$ cat config.mk
export PLATFORM = sky130hd
export DESIGN_NAME = s_uart_rx
export DESIGN_NICKNAME = d
export VERILOG_FILES = /design/src/rtl/s_uart_rx.sv
export SDC_FILE = /design/constraint.sdc
export NUM_CORES = 1
export LEC_CHECK = 0
export BUFFER_PORTS_ARGS = -buffer_cell sky130_fd_sc_hd__buf_2
export CAP_MARGIN = 25
export CORE_UTILIZATION = 40
export DETAILED_ROUTE_END_ITERATION = 6
export MAX_ROUTING_LAYER = met4
export PLACE_DENSITY = 0.67
export SLEW_MARGIN = 20
export SYNTH_ARGS = -nofsm -noshare
export SYNTH_HDL_FRONTEND = slang
export SYNTH_SLANG_ARGS = --single-unit
$ cat constraint.sdc
create_clock -name clk -period 1.4 [get_ports clk]
set_input_delay 0.14 -clock clk [delete_from_list [all_inputs] [get_ports clk]]
set_output_delay 0.14 -clock clk [all_outputs]
set_load 0.03 [all_outputs]
$ cat src/rtl/s_uart_rx.sv
`default_nettype none
// ============================================================================
// Module      : s_uart_rx
// Description : Serial receiver for the one-clock-per-bit s_UART link.
//               Frame: idle 0, start 1, DATA_BITS data bits LSB first,
//               stop 0. Bytes are delivered on a level valid/ack handshake.
//               Bad stop bits pulse frame_err; overwritten bytes set overrun.
// Ports       : clk       - system clock (rising edge)
//               rst       - asynchronous active-low reset
//               rxd       - serial line, idle level 0
//               ack       - consumer acknowledge, clears valid and overrun
//               data_out  - last received byte
//               valid     - data_out holds an unacknowledged byte
//               frame_err - one-cycle pulse on a bad stop bit
//               overrun   - sticky, a byte was overwritten before ack
//               busy      - receiver inside a frame or in error recovery
// Revision    : 1.0 - initial release
// ============================================================================
module s_uart_rx #(
    parameter int SYNC_STAGES = 2,
    parameter int DATA_BITS   = 8
) (
    input  logic                 clk,
    input  logic                 rst,
    input  logic                 rxd,
    input  logic                 ack,
    output logic [DATA_BITS-1:0] data_out,
    output logic                 valid,
    output logic                 frame_err,
    output logic                 overrun,
    output logic                 busy
);

    localparam int c_CNT_W = (DATA_BITS > 1) ? $clog2(DATA_BITS) : 1;
    localparam logic [c_CNT_W-1:0] c_LAST = c_CNT_W'(DATA_BITS - 1);

    localparam logic [1:0] c_IDLE     = 2'd0;
    localparam logic [1:0] c_DATA     = 2'd1;
    localparam logic [1:0] c_STOP     = 2'd2;
    localparam logic [1:0] c_ERR_WAIT = 2'd3;

    logic                 w_rxd_s;
    logic [1:0]           r_state;
    logic [1:0]           w_next_state;
    logic                 w_commit;
    logic                 w_bad_stop;
    logic [c_CNT_W-1:0]   r_bit_cnt;
    logic [DATA_BITS-1:0] r_shift;
    logic [DATA_BITS-1:0] r_data;
    logic                 r_valid;
    logic                 r_frame_err;
    logic                 r_overrun;
    logic                 r_busy;

    // ------------------------------------------------------------------------
    // Input synchroniser
    // ------------------------------------------------------------------------
    generate
        if (SYNC_STAGES == 0) begin : g_nosync
            assign w_rxd_s = rxd;
        end else begin : g_sync
            logic [SYNC_STAGES-1:0] r_sync;

            always_ff @(posedge clk or negedge rst) begin
                if (!rst) begin
                    r_sync <= '0;
                end else begin
                    r_sync[0] <= rxd;
                    for (int i = 1; i < SYNC_STAGES; i++) begin
                        r_sync[i] <= r_sync[i-1];
                    end
                end
            end

            assign w_rxd_s = r_sync[SYNC_STAGES-1];
        end
    endgenerate

    // ------------------------------------------------------------------------
    // Frame FSM
    // ------------------------------------------------------------------------
    always_ff @(posedge clk or negedge rst) begin
        if (!rst) begin
            r_state <= c_IDLE;
        end else begin
            r_state <= w_next_state;
        end
    end

    always_comb begin
        w_next_state = r_state;
        w_commit     = 1'b0;
        w_bad_stop   = 1'b0;
        case (r_state)
            c_IDLE: begin
                if (w_rxd_s) begin
                    w_next_state = c_DATA;
                end
            end
            c_DATA: begin
                if (r_bit_cnt == c_LAST) begin
                    w_next_state = c_STOP;
                end
            end
            c_STOP: begin
                if (w_rxd_s) begin
                    w_bad_stop   = 1'b1;
                    w_next_state = c_ERR_WAIT;
                end else begin
                    w_commit     = 1'b1;
                    w_next_state = c_IDLE;
                end
            end
            c_ERR_WAIT: begin
                // Hold off until the line drops so a stuck-high line
                // cannot be mistaken for a stream of start bits.
                if (!w_rxd_s) begin
                    w_next_state = c_IDLE;
                end
            end
            default: begin
                w_next_state = c_IDLE;
            end
        endcase
    end

    // ------------------------------------------------------------------------
    // Datapath and registered outputs
    // ------------------------------------------------------------------------
    always_ff @(posedge clk or negedge rst) begin
        if (!rst) begin
            r_bit_cnt   <= '0;
            r_shift     <= '0;
            r_data      <= '0;
            r_valid     <= 1'b0;
            r_frame_err <= 1'b0;
            r_overrun   <= 1'b0;
            r_busy      <= 1'b0;
        end else begin
            if (r_state == c_IDLE) begin
                r_bit_cnt <= '0;
            end else if (r_state == c_DATA) begin
                r_shift[r_bit_cnt] <= w_rxd_s;
                // Explicit wrap keeps non power-of-two widths correct.
                r_bit_cnt <= (r_bit_cnt == c_LAST) ? '0 : r_bit_cnt + 1'b1;
            end

            if (w_commit) begin
                r_data  <= r_shift;
                r_valid <= 1'b1;
            end else if (ack) begin
                r_valid <= 1'b0;
            end

            // A commit acknowledged on the same edge replaces a byte the
            // consumer has already taken, so it is not an overrun.
            if (w_commit && r_valid && !ack) begin
                r_overrun <= 1'b1;
            end else if (ack) begin
                r_overrun <= 1'b0;
            end

            r_frame_err <= w_bad_stop;
            r_busy      <= (w_next_state != c_IDLE);
        end
    end

    assign data_out  = r_data;
    assign valid     = r_valid;
    assign frame_err = r_frame_err;
    assign overrun   = r_overrun;
    assign busy      = r_busy;

endmodule
`default_nettype wire

Word-level counts from Yosys, hierarchy flattened. Cells that the tools add are included.

Register bits: 27. Input bits: 4. Output and inout port bits: 12. Logic and storage cells: 45.

$add $sub $neg: 1. $lt $le $gt $ge: 2. Eq/ne operators: 4. Mux-type cells: 18. Bitwise gates (word level): 1. Reduce and logical (&&, ||, !) cells: 10.

Operator list (number): $mux 3 (3); $bwmux 8 (1); $mux 1 (8); $mux 2 (4); $pmux 2 s4 (1); $reduce_bool 2->1 (4); $eq 2x2->1 const B (2); $lt 3x4->1 const B (1); $add 3x1->3 const B (1); $demux 1 s3 (1); $eq 3x3->1 const B (1); $ge 3x1->1 const B (1); $logic_and 1x1->1 (3); $eq 2x1->1 const B (1); $logic_not 2->1 (1); $reduce_and 2->1 (1); $logic_not 1->1 (1); $not 1->1 (1).

Depth between registers and ports, before layout. Gate-level depths: netlist (run 1).

Word-level depth: 5. Mapped depth: 4. Depth with buffers taken out: 4.

Worst setup path before layout (run 1). No wires, ideal clock.

Kind: register to register. From: register r_state[1]. To: register r_data[0] (netlist: data_out[0]). Setup time: 0.125 ns. Arrival time: 1.099 ns. Required time: 1.275 ns. Slack: 0.176 ns. Cell stages (with the launch flop): 4. Path buffers: 1. Clock period less this slack: 1.224 ns. Cell sequence: dfrtp_1 > nor3b_2 > buf_4 > mux2_2.

Cells in the longest elaborated chain, start to end: 2.

RTL lines: from (decl) (line 43) `logic [1:0] r_state;`; from (signal assigned) (line 84) `r_state <= c_IDLE;`; from (signal assigned) (line 86) `r_state <= w_next_state;`; $eq 2x2->1 (line 94) `case (r_state)`; $mux 1 (line 94); to (signal assigned) (line 149) `r_data <= r_shift;`; to (decl) (line 49) `logic [DATA_BITS-1:0] r_data;`.

Every way passes these cells. A chain may end at the register's enable or synchronous reset.

Worst setup path in the final report (run 1).
From: register r_bit_cnt[0]. To: register r_shift[4].

Cells in the longest elaborated chain, start to end: 5. Elaborated cells on any way between the ends: 6. Classes of those cells: 2 x order compare; 3 x mux; 1 x reduce/logical.

RTL lines: from (decl) (line 47) `logic [c_CNT_W-1:0] r_bit_cnt;`; from (signal assigned) (line 145) `r_bit_cnt <= (r_bit_cnt == c_LAST) ? '0 : r_bit_cnt + 1'b1;`; $lt 3x4->1 (not written as such) / $ge 3x1->1 (equally long branches) (line 143) `r_shift[r_bit_cnt] <= w_rxd_s;`; $logic_and 1x1->1 (not written as such) (line 143); $mux 1 (not written as such) (line 143); $demux 1 s3 (*) (line 143); $bwmux 8 (*) (line 143); to (signal, indexed assignment) (line 143); to (decl) (line 48) `logic [DATA_BITS-1:0] r_shift;`.

Every way passes the cells marked *; elsewhere a longest branch is shown, timed or not.

==> results of run 1 <==
-- where the power goes --
| group | internal [mW] | switching (mW) | total (mW) |
|---|---|---|---|
| logic | 0.483 | 0.491 | 0.974 |
| clock network | 0.112 | 0.218 | 0.329 |
| registers | 1.06 | 0.204 | 1.26 |
| total | 1.65 | 0.912 | 2.56 |
-- per-stage QoR --
stage               hold slack (ns)  setup WS, ns  power [mW]  util (%)
floorplan                    -0.156         0.176        2.00         -
global placement              0.171         0.116        2.20      47.7
detailed placement            0.175        0.0793        2.24      47.7
CTS                           0.346        0.0557        2.57      49.9
global route                  0.379        0.0147        2.75      50.2
finish                        0.334        0.0837        2.56      50.2
-- final timing paths --
path                       slack [ns]              from          endpoint
min in group clk                 0.36  g_sync.r_sync[0]  g_sync.r_sync[1]
max reg2reg                      0.08      r_bit_cnt[0]        r_shift[4]
max in group asynchronous        0.68               rst              busy
min                              0.33               rst           overrun
min reg2reg                      0.36  g_sync.r_sync[0]  g_sync.r_sync[1]
max                              0.08      r_bit_cnt[0]        r_shift[4]
-- state kept, by name, indices dropped and copies added, names as in the netlist --
signal	cells
r_state	2
valid	1
r_bit_cnt	3
busy	1
r_shift	8
data_out	8
frame_err	1
g_sync.r_sync	2
overrun	1
-- cells by family (layout without fill, tap and decap cells) --
kind of cell    Yosys count  count (layout)  synth area share, %
compound gates            6               6                 4.32
fa+ha+maj                 2               2                 2.33
buf+inv                   4              27                 2.45
flops                    27              27                 63.0
mux                      16              16                 16.8
simple gates             19              19                 11.1
-- cell type report --
class                      instances  area [µm²]  share of cell area (%)
tap                               30        37.5                    2.99
timing repair buffer              22         135                    10.8
clock buffer                       4        26.3                    2.10
sequential                        27         676                    53.9
inverter                           1        3.75                   0.299
multi-input combinational         43         375                    29.9
-- cells in the mapped netlist --
master	number	area, µm²
dfrtp_1	27	676
nor3b_2	2	25.0
clkbuf_1	1	3.75
nand3b_1	2	15.0
inv_1	1	3.75
nor2b_2	1	8.76
ha_1	2	25.0
buf_6	1	11.3
buf_4	1	7.51
nand4_1	1	6.26
a21boi_0	1	7.51
nand2_1	4	15.0
nand4b_1	2	17.5
mux2_1	2	22.5
a21o_1	1	7.51
or2_2	1	6.26
nor2_1	4	15.0
mux2_2	14	158
a22o_1	3	26.3
nand3_1	2	10.0
a21oi_1	1	5.00
-- per-layer routing --
| layer | track usage (%) | wire length [µm] | vias up |
|---|---|---|---|
| li1 | - | - | 307 |
| met1 | 17.2 | 736 | 328 |
| met2 | 20.8 | 804 | 9 |
| met3 | 3.39 | 46 | 2 |
| met4 | 7.02 | 26 | 0 |
| met5 | - | 0 | - |
-- timing repair --
item,4_1_cts,5_1_grt
endpoints found under the hold margin,29,0
buffers inserted,0,0
hold buffers,3,0
setup endpoints to repair,0,3
gates resized for setup,0,1
==> summary.txt, run 1 <==
Detailed routing
  • WL final: 1610 µm
  • Total number of vias: 646
  • Vias/cell: 5.09
  • Wirelength per Cell: approximately 13 µm
  • Remaining DRCs: 0
  • 1st-pass router iterations: 4
  • Starting DRT DRC Count: 9
  • Post-DRT Antenna Nets: 0

Logic synthesis
  • Sequential share of the synthesized area: between 60% and 70%
  • Yosys reg bits: 27
  • Yosys warns: 0
  • Post-Synthesis Net Count: 80
  • Synth Area per Inst: between 10 and 15 µm²
  • Syn Inst Count: 74
  • Cell Area, Synth: roughly 1100 µm²
  • Post-synth cell types: 21

Worst hold path
  • Hold Crit Class: input port to asynchronous set/reset pin

Run
  • Max-Cap Viols: 0

Timing
  • Worst slew pin tran: a little under 0.6 ns
  • Crit share post-route: about 94%
  • Worst slew margin: between 60 and 70%
  • Endpoints failing hold: 0
  • Worst-case clock skew: about 0.0029 ns
  • Setup_tns: 0 ns
  • Minimum clock period: about 1.3 ns
  • Final setup fails: 0
  • RSZ-0062 raised after global routing: false
  • Max Clock Freq: approximately 0.76 GHz
  • Count of pins over their slew limit: 0

Setup path
  • CP max-delay cell: dfrtp_1
  • CP bufs+invs: 0
  • Critical Path RT: roughly 1.6 ns
  • Crit Path Class: flip-flop to flip-flop
  • CP Capture Type: flip-flop
  • Crit start category: flip-flop
  • Crit path DAT: approximately 1.5 ns
  • Crit Path Max Fanout: 5
  • R2r worst-path depth: 3
  • Delay of the slowest cell on the worst path: 0.47 ns
  • Worst path depth: 3
  • Top Family by Delay on Critical Path: flip-flops
  • Crit-path cells: nor3b_2, nand3b_1, mux2_2

Die
  • Die footprint: a little under 3000 µm²
  • Number of I/O pins: 16
  • Core Area: about 2500 µm²
  • Row count: 18
  • Die Y: ~54 µm
  • Initial Util: approximately 43%
  • Die width: 53.8 µm

Outcome
  • Status: finished, final reports clean

Final layout
  • Layout fillers: 221
  • Layout Cells excl Fill: ~130
  • Most frequent cells in the layout: dfrtp_1 (27), buf_2 (15), mux2_2 (14)
  • Share of post-route cells with drive strength above 1: 41.2%
  • Most common cell after layout, fill and taps aside: dfrtp_1
  • Diode count: 0
  • NumNets Final: 104
  • Final Cell Area: roughly 1300 µm²
  • Layout area overhead: 16.9%

CTS
  • Root Buffer: clkbuf_4
  • CTS tree: done
  • Worst-path clk slew: ~0.13 ns
  • CTS sink count: 27
  • CTS Buf Count: 3
  • H-tree Lvls: 1
  • Deepest clock path buffer count: 2
  • Clk_lat worst skew: approximately 0.32 ns

Global routing
  • Gr usage total: 13.8%
  • Via count of the first global-routing pass: around 590
  • Initial antenna violation count: 0
  • Largest net degree at the start of global routing: 28
  • Final global-route overflow total: 0
  • First-pass GRT wire length: ~2700 µm

Placement
  • Dpl cells: 120
  • Final HPWL DP: 1050 µm
  • Placed inst area: 1190 µm²
  • Input/output buffers: 15
  • RePlAce Congestion: between 0.7 and 0.8

Power
  • PD cells: around 2000 nW/µm²
  • Leakage: 0.631 nW
  • Worst vdd ir: ~900 µV
(Power assumes the default switching activity.)
==> run 2, diff against run 1 <==
--- a/config.mk
+++ b/config.mk
@@ -7,10 +7,11 @@
 export LEC_CHECK = 0
 export BUFFER_PORTS_ARGS = -buffer_cell sky130_fd_sc_hd__buf_2
 export CAP_MARGIN = 25
-export CORE_UTILIZATION = 40
+export CELL_PAD_IN_SITES_DETAIL_PLACEMENT = 1
+export CELL_PAD_IN_SITES_GLOBAL_PLACEMENT = 1
+export CORE_UTILIZATION = 44
 export DETAILED_ROUTE_END_ITERATION = 6
-export MAX_ROUTING_LAYER = met4
-export PLACE_DENSITY = 0.67
+export PLACE_DENSITY = 0.83
 export SLEW_MARGIN = 20
 export SYNTH_ARGS = -nofsm -noshare
 export SYNTH_HDL_FRONTEND = slang
==> run 2 against run 1 <==
Via count grew 5.4%. Global-route usage up 2.8 points. Final cell count is 0.79% lower. Clock skew grew 0.0052 ns. Sequential power is essentially flat. Critical path type unchanged.
==> summary.txt, run 2 (same netlist as run 1, synthesis figures left out) <==
Timing
  • Worst slew margin: 61.1% (+0.34 points)
  • Count of pins over their slew limit: 0 (unchanged)
  • Crit share post-route: 95.7% (+1.7 points)
  • Endpoints failing hold: 0 (unchanged)
  • Worst slew pin tran: 0.584 ns (-0.00513 ns)
  • Final setup fails: 0 (unchanged)
  • Minimum clock period: 1.34 ns (+0.0240 ns)
  • Max Clock Freq: 0.746 GHz (-1.8%)
  • Setup_tns: 0 ns (unchanged)
  • RSZ-0062 raised after global routing: false
  • Worst-case clock skew: 0.00810 ns (+0.00518 ns)

CTS
  • CTS tree: done
  • Root Buffer: clkbuf_4
  • H-tree Lvls: 1 (unchanged)
  • CTS Buf Count: 3 (unchanged)
  • Clk_lat worst skew: 0.31 ns (about the same)
  • CTS sink count: 27 (unchanged)
  • Post-CTS Setup Inserts: 0 (unchanged)
  • Deepest clock path buffer count: 2 (unchanged)
  • Worst-path clk slew: 0.14 ns (about the same)

Die
  • Initial Util: 47.6% (+4.7 points)
  • Die width: 51.4 µm (-4.5%)
  • Number of I/O pins: 16 (unchanged)
  • Die Y: 51.4 µm (-4.5%)
  • Row count: 17 (-1)
  • Die footprint: 2640 µm² (-8.8%)
  • Core Area: 2250 µm² (-9.8%)

Final layout
  • Share of post-route cells with drive strength above 1: 41.8% (+0.60 points)
  • Diode count: 0 (unchanged)
  • NumNets Final: 105 (+0.96%)
  • Layout area overhead: 17.4%
  • Layout Cells excl Fill: 126 (-0.79%)
  • Final Cell Area: 1260 µm² (+0.40%)
  • Most frequent cells in the layout: dfrtp_1 (27), buf_2 (15), mux2_2 (14), buf_4 (5)
  • Most common cell after layout, fill and taps aside: dfrtp_1

Detailed routing
  • Starting DRT DRC Count: 4 (-5)
  • Total number of vias: 681 (+5.4%)
  • Wirelength per Cell: 15.3 µm (+20%)
  • Vias/cell: 5.40 (+6.3%)
  • 1st-pass router iterations: 4 (unchanged)
  • Post-DRT Antenna Nets: 0 (unchanged)
  • Remaining DRCs: 0 (unchanged)
  • WL final: 1930 µm (+20%)

Global routing
  • Via count of the first global-routing pass: 731 (+23%)
  • First-pass GRT wire length: 3260 µm (+22%)
  • Largest net degree at the start of global routing: 28 (unchanged)
  • Final global-route overflow total: 0 (unchanged)
  • Gr usage total: 16.6% (+2.8 points)
  • Initial antenna violation count: 0 (unchanged)

Placement
  • Dpl cells: 119 (-0.83%)
  • Placed inst area: 1200 µm² (+0.42%)
  • RePlAce Congestion: 0.701 (-4.4%)
  • Final HPWL DP: 1350 µm (+28%)
  • Input/output buffers: 15 (unchanged)

Setup path
  • CP bufs+invs: 1 (+1)
  • Top Family by Delay on Critical Path: flip-flops
  • Crit start category: flip-flop
  • Crit-path cells: nor3b_2, buf_4, mux2_2
  • Crit path DAT: 1.55 ns (about the same)
  • CP max-delay cell: dfrtp_1
  • Crit Path Max Fanout: 10 (+5)
  • Critical Path RT: 1.61 ns (about the same)
  • CP Capture Type: flip-flop
  • Delay of the slowest cell on the worst path: 0.48 ns (about the same)
  • Crit Path Class: flip-flop to flip-flop

Worst hold path
  • Hold Crit Class: input port to asynchronous set/reset pin

Outcome
  • Status: finished, final reports clean

Power
  • Tot Pwr: 2.63 mW (+2.6%)
  • Worst vdd ir: 1030 µV (+13%)
  • PD cells: 2090 nW/µm² (+2.2%)
  • Leakage: 0.636 nW (+0.78%)

Run
  • Max-Cap Viols: 0 (unchanged)
-- run 2: changes by cell type in the layout (fill, tap and decap cells not counted), sizes merged --
cell and change:
buf +1
-- run 2: metrics by stage --
stage          util [%]  setup WS (ns)  hold WS, ns
2_1_floorplan         -          0.176       -0.156
4_1_cts            55.8         0.0538        0.357
6_report           55.8         0.0597        0.340
3_5_place_dp       53.1       -0.00195        0.182
3_3_place_gp       53.1          0.109        0.174
5_1_grt            55.8        0.00104        0.374
-- run 2: final cells by class --
type | instances | area [µm²]
Tap cell | 28 | 35.0
Inverter | 1 | 3.75
Multi-Input combinational cell | 43 | 375
Fill cell | 242 | 996
Sequential cell | 27 | 676
Clock buffer | 4 | 26.3
Timing Repair Buffer | 23 | 143
-- run 2: worst paths after layout --
| kind | from | to | slack, ns | depth (start not counted) |
|---|---|---|---|---|
| min | rst | r_shift[7] | 0.34 | 2 |
| max in group asynchronous | rst | r_shift[5] | 0.68 | 2 |
| min in group clk | g_sync.r_sync[0] | g_sync.r_sync[1] | 0.37 | 0 |
| max reg2reg | r_state[1] | data_out[4] | 0.06 | 3 |
| min reg2reg | g_sync.r_sync[0] | g_sync.r_sync[1] | 0.37 | 0 |
| max | r_state[1] | data_out[4] | 0.06 | 3 |
-- run 2: worst register-to-register path: stages (launching register included) --
cell     delay [ns]
dfrtp_1        0.48
nor3b_2        0.20
buf_4          0.21
mux2_2         0.36
-- run 2: layer usage --
layer	routed length, µm	up-vias	track usage, %
met5	0	-	0
met4	21	0	4.95
met3	53	4	1.79
met2	999	12	29.2
met1	853	356	21.2
li1	-	309	-
-- run 2: timing repair --
item,in CTS,in global routing
gates resized for setup,1,0
hold endpoints to repair,29,0
endpoints found under the setup margin,3,0
hold buffers,3,0
-- run 2: report_power, final --
part / switching (mW) / total (mW) / internal [mW] / leakage, nW
Sequential: 0.221 / 1.28 / 1.06 / 0.339
Combinational: 0.527 / 1.03 / 0.502 / 0.282
Clock: 0.212 / 0.323 / 0.111 / 0.0150
Total: 0.960 / 2.63 / 1.67 / 0.636
